[src/rtl/reg_file_dump_reader.sv]
// Streams a contiguous, wrapping run of register-bank words over a valid/ready port.
// Each word is captured when it becomes current and held until it is accepted.
module reg_file_dump_reader #(
    parameter int WORD_LENGTH = 32,
    parameter int NUM_REGS    = 32,
    parameter int ADDR_WIDTH  = 5
) (
    input  logic                            clk,
    input  logic                            reset,
    input  logic                            start,
    input  logic [ADDR_WIDTH-1:0]           base_addr,
    input  logic [ADDR_WIDTH:0]             count,
    input  logic [WORD_LENGTH*NUM_REGS-1:0] reg_data_flat,
    output logic [WORD_LENGTH-1:0]          out_data,
    output logic [ADDR_WIDTH-1:0]           out_addr,
    output logic                            out_valid,
    input  logic                            out_ready,
    output logic                            out_last,
    output logic                            busy,
    output logic                            done
);

    typedef enum logic [1:0] {IDLE, SEND, DONE} state_t;

    localparam logic [ADDR_WIDTH:0] MAX_CNT = (ADDR_WIDTH+1)'(NUM_REGS);
    localparam logic [ADDR_WIDTH:0] ONE     = (ADDR_WIDTH+1)'(1);
    localparam logic [ADDR_WIDTH:0] TWO     = (ADDR_WIDTH+1)'(2);

    state_t                  state_q, state_d;
    logic [WORD_LENGTH-1:0]  data_q, data_d;
    logic [ADDR_WIDTH-1:0]   addr_q, addr_d;
    logic [ADDR_WIDTH:0]     rem_q, rem_d;
    logic                    valid_q, valid_d;
    logic                    last_q, last_d;

    logic [WORD_LENGTH-1:0]  bank [NUM_REGS];
    logic [ADDR_WIDTH:0]     eff_cnt;
    logic [ADDR_WIDTH-1:0]   next_addr;

    for (genvar i = 0; i < NUM_REGS; i++) begin : g_bank
        assign bank[i] = reg_data_flat[i*WORD_LENGTH +: WORD_LENGTH];
    end

    // Power-of-two bank, so the natural overflow of the adder is the wrap.
    assign next_addr = addr_q + ADDR_WIDTH'(1);
    assign eff_cnt   = (count > MAX_CNT) ? MAX_CNT : count;

    always_comb begin
        state_d = state_q;
        data_d  = data_q;
        addr_d  = addr_q;
        rem_d   = rem_q;
        valid_d = valid_q;
        last_d  = last_q;
        case (state_q)
            IDLE: begin
                if (start) begin
                    if (eff_cnt == '0) begin
                        state_d = DONE;
                    end else begin
                        state_d = SEND;
                        valid_d = 1'b1;
                        addr_d  = base_addr;
                        data_d  = bank[base_addr];
                        last_d  = (eff_cnt == ONE);
                        rem_d   = eff_cnt;
                    end
                end
            end
            SEND: begin
                if (out_ready) begin
                    if (rem_q == ONE) begin
                        state_d = DONE;
                        valid_d = 1'b0;
                        last_d  = 1'b0;
                        rem_d   = '0;
                    end else begin
                        addr_d = next_addr;
                        data_d = bank[next_addr];
                        rem_d  = rem_q - ONE;
                        last_d = (rem_q == TWO);
                    end
                end
            end
            DONE:    state_d = IDLE;
            default: state_d = IDLE;
        endcase
    end

    always_ff @(posedge clk) begin
        if (reset) begin
            state_q <= IDLE;
            data_q  <= '0;
            addr_q  <= '0;
            rem_q   <= '0;
            valid_q <= 1'b0;
            last_q  <= 1'b0;
        end else begin
            state_q <= state_d;
            data_q  <= data_d;
            addr_q  <= addr_d;
            rem_q   <= rem_d;
            valid_q <= valid_d;
            last_q  <= last_d;
        end
    end

    assign out_data  = data_q;
    assign out_addr  = addr_q;
    assign out_valid = valid_q;
    assign out_last  = last_q;
    assign busy      = (state_q != IDLE);
    assign done      = (state_q == DONE);

endmodule

[config.mk]
export PLATFORM = sky130hd
export DESIGN_NAME = reg_file_dump_reader
export DESIGN_NICKNAME = d
export VERILOG_FILES = /design/src/rtl/reg_file_dump_reader.sv
export SDC_FILE = /design/constraint.sdc
export NUM_CORES = 1
export LEC_CHECK = 0
export ABC_AREA = 1
export CORE_AREA = 3 3 425 427
export CTS_BUF_LIST = sky130_fd_sc_hd__clkbuf_8 sky130_fd_sc_hd__clkbuf_16
export DETAILED_ROUTE_END_ITERATION = 12
export DIE_AREA = 0 0 428 430
export GPL_TIMING_DRIVEN = 1
export PLACE_DENSITY = 0.32
export SYNTH_ARGS = -nofsm -noshare
export SYNTH_HDL_FRONTEND = slang
export SYNTH_SLANG_ARGS = --single-unit
[constraint.sdc]
create_clock -name clk -period 1.8 [get_ports clk]
set_input_delay 0.27 -clock clk [delete_from_list [all_inputs] [get_ports clk]]
set_output_delay 0.27 -clock clk [all_outputs]
set_load 0.03 [all_outputs]
==> flow_summary.ini, run 1 <==
[outcome]
status = finished with violations
failed_checks = negative setup slack

[sta]
fin_crit_sh_pct = 121
finalWorstSetupSlack_ns = -0.382
finalCriticalPeriod_ns = 2.18
fin_tns_setup_ns = -9.46
drv_slew = 0
skew_ns = 0.0169
setup_viol = 33
max_slew_margin_pct = 64.9
tightest_slew_ns = 0.525
max_freq_mhz = 458
hold_viol = 0
rsz0062_at_grt = true

[drt]
first_pass_iters = 8
vias = 42456
drt_iter0_markers = 3847
routed_wl_mm = 251
wl_per_cell_um = 27.4
route.detailed.drc = 0
via_per_inst = 4.63
ant_nets = 0

[power_and_ir_drop]
pwr-share-comb_pct = 95.0
power_density_mw_per_mm2 = 1440
p_sw_mw = 38.0
irDropWorstVdd_uv = 677
p_int_mw = 28.7
leakagePower_nw = 22.3
clockPowerShare_pct = 1.9
swShare_pct = 56.9
pwr-share-seq_pct = 3.0

[grt]
grt_max_degree = 81
track_usage_pct = 25.6
overflow = 0
grt_pass1_vias = 41267
grt_pass1_wl_mm = 338
antenna_found_initial = 87

[place]
gp_congestion = 0.928
portBuffers = 1079
dpl.cell_count = 8975
dp_hpwl_mm = 198

[logic_synthesis]
ys_ff_latch = 47
ys_seq_area_share_pct = 3.86
yosysUniqueCellTypes = 31
syn_nets = 6560
yosysTopAreaCell = nand2_1
yosys.area.top_type_share_pct = 36.9
synth_cells = 5517
netlist_top_cells_area = nand2_1, nand3_1, inv_1, nor2_1, buf_2
syn_area_per_cell_sq_um = 4.42
ys_warn_count = 0
syn_area_sq_mm = 0.0244

[worst_setup_path]
start_kind = register
rrSetupSlack_ns = -0.38
r2r_start = out_addr[0]$_SDFFE_PP0P_
r2r_cells = 15
crit_path_end = out_data[22]$_SDFFE_PP0P_
crit_path_max_fanout = 6
r2r-end = out_data[22]$_SDFFE_PP0P_
arrival_ns = 2.46
path_class = register to register
crit_path_start = out_addr[0]$_SDFFE_PP0P_
critPathCaptureType = register
cp.required_ns = 2.08

[clock_network]
htreeDepth = 2
cts_hold_buf = 0
clock_path_buffers = 2
clock_latency_ns = 0.34
numCtsBuffers = 5
clockRootBuffer = clkbuf_16
clkTransAtPathRegs_ns = 0.09
cts.sinks = 47
cts_tree = yes

[die]
die_h_um = 430
die_w_um = 428
initial_core_util_pct = 13.8
core_area_sq_mm = 0.176
row_count = 154
design.die.area_sq_mm = 0.184
io_pins = 1080

[cells_and_area]
area_growth_pct = 90.1
fin_cells = 9177
drive_above_1_share_pct = 15.8
final_core_util_pct = 26.2
nFillCells = 20373
fin_nets = 7809

[job]
maxCapViolCount = 0

[min_path]
hp-class = primary input to register
synth_stat cells:
cell,number
nand4_1,4
a31oi_1,2
xor2_1,4
inv_1,481
buf_4,38
a21oi_1,37
buf_2,237
ha_1,4
o211ai_1,51
nand2_2,1
nor2_1,452
nor2_4,2
buf_8,1
a211oi_1,2
inv_2,4
o32ai_1,1
o21ai_1,31
nand3_1,1335
o22ai_1,1
o21ai_0,207
xnor2_1,1
buf_6,15
and2_1,1
clkbuf_1,109
nor2_2,1
inv_4,1
buf_1,47
nand2_1,2398
or2_1,1
dfxtp_1,47
a41oi_1,1
per-stage QoR:
step           hold slack [ns]  total power [mW]  cell area (sq um)  worst slack [ns]
4_1_cts                  0.478              61.2              44400            -0.424
2_1_floorplan            0.339              24.6              24400          -0.00265
6_report                 0.414              66.7              46300            -0.382
5_1_grt                  0.414              70.8              46300            -0.461
3_5_place_dp             0.457              49.6              41500            -0.679
3_3_place_gp             0.455              50.1              41500            -0.703
critical path: stages (launching register included):
cell and delay [ns]:
dfxtp_4 0.38, ha_4 0.31, buf_12 0.17, clkinv_16 0.11
buf_12 0.15, clkbuf_16 0.16, buf_6 0.12, nand3_2 0.06
nand2_2 0.06, nand2_2 0.07, nand3_2 0.07, nand2_4 0.11
nand2_4 0.06, nand3_4 0.11, nor2_2 0.05, nor2_1 0.09
registers in the layout (all words and copies together) (netlist names):
name,flops
out_addr,5
out_data,32
out_last,1
out_valid,1
rem_q,6
state_q,2
worst min-delay path by stage:
| stage | start | to | slack, ns | cells after the start |
|---|---|---|---|---|
| after CTS | out_valid$_SDFFE_PP0P_ | out_valid$_SDFFE_PP0P_ | 0.48 | 2 |
| after global placement | out_valid$_SDFFE_PP0P_ | out_valid$_SDFFE_PP0P_ | 0.45 | 2 |
| after floorplan | reset | out_addr[4]$_SDFFE_PP0P_ | 0.34 | 1 |
| after global routing | count[5] | rem_q[5]$_SDFFE_PP0P_ | 0.41 | 4 |
| final | count[5] | rem_q[5]$_SDFFE_PP0P_ | 0.41 | 4 |
| after detailed placement | out_valid$_SDFFE_PP0P_ | out_valid$_SDFFE_PP0P_ | 0.46 | 2 |
layout make-up:
class	instances	area [sq um]	area share [%]
antenna	70	175	0.378
clock buffer	5	125	0.270
clock inverter	3	46.3	0.100
inverter	486	1900	4.10
multi-input combinational	4537	21500	46.5
sequential	47	957	2.07
tap	2340	2930	6.32
timing repair buffer	1687	18600	40.2
timing repair inverter	2	27.5	0.0594
routing by layer:
| metal | global-route usage [%] | routed length [um] |
|---|---|---|
| met1 | 32.7 | 108000 |
| met5 | 0 | 103 |
| met2 | 43.5 | 123000 |
| met3 | 2.38 | 11500 |
| met4 | 11.3 | 9220 |
placed cells by master (no fill, tap or decap), types with 20 or more instances in the layout:
master | netlist | final
a21oi_1 | 37 | 33
buf_12 | 0 | 156
buf_16 | 0 | 37
buf_4 | 38 | 363
buf_6 | 15 | 33
buf_8 | 1 | 20
clkbuf_16 | 0 | 20
clkdlybuf4s50_1 | 0 | 1048
dfxtp_1 | 47 | 42
diode_2 | 0 | 70
inv_1 | 481 | 475
nand2_1 | 2398 | 2235
nand2_2 | 1 | 107
nand2_4 | 0 | 55
nand3_1 | 1335 | 1112
nand3_2 | 0 | 195
nand3_4 | 0 | 28
nor2_1 | 452 | 434
o211ai_1 | 51 | 51
o21ai_0 | 207 | 200
o21ai_1 | 31 | 37
power by group through the flow:
stage / combinational (mW) / clock, mW / sequential (mW)
finish: 63.4 / 1.28 / 2.02
global placement: 48.0 / 0 / 2.01
global route: 67.4 / 1.37 / 2.06
floorplan: 22.0 / 0 / 2.67
detailed placement: 47.6 / 0 / 2.00
CTS: 57.8 / 1.37 / 1.99
timing repair:
item / CTS / global route
buffers inserted: 59 / 32
pin swaps: 81 / 147
resized for setup: 361 / 296
hold endpoints to repair: 0 / 0
gates cloned: 27 / 19
setup endpoints to repair: 45 / 39
logic make-up after synthesis:
group	synth area share (%)
xor+xnor	0.180
flops	3.86
compound gates	7.43
buf+inv	16.7
fa+ha+maj	0.205
simple gates	71.6
No activity file was read; power rests on OpenSTA's default activity.
==> run 2: changes to the inputs <==
--- a/config.mk
+++ b/config.mk
@@ -8,6 +8,7 @@
 export ABC_AREA = 1
 export CORE_AREA = 3 3 425 427
 export CTS_BUF_LIST = sky130_fd_sc_hd__clkbuf_8 sky130_fd_sc_hd__clkbuf_16
+export CTS_CLUSTER_DIAMETER = 80
 export DETAILED_ROUTE_END_ITERATION = 12
 export DIE_AREA = 0 0 428 430
 export GPL_TIMING_DRIVEN = 1
==> results of run 2 <==
The final DEF is identical to that of run 1; final timing and power are the same.
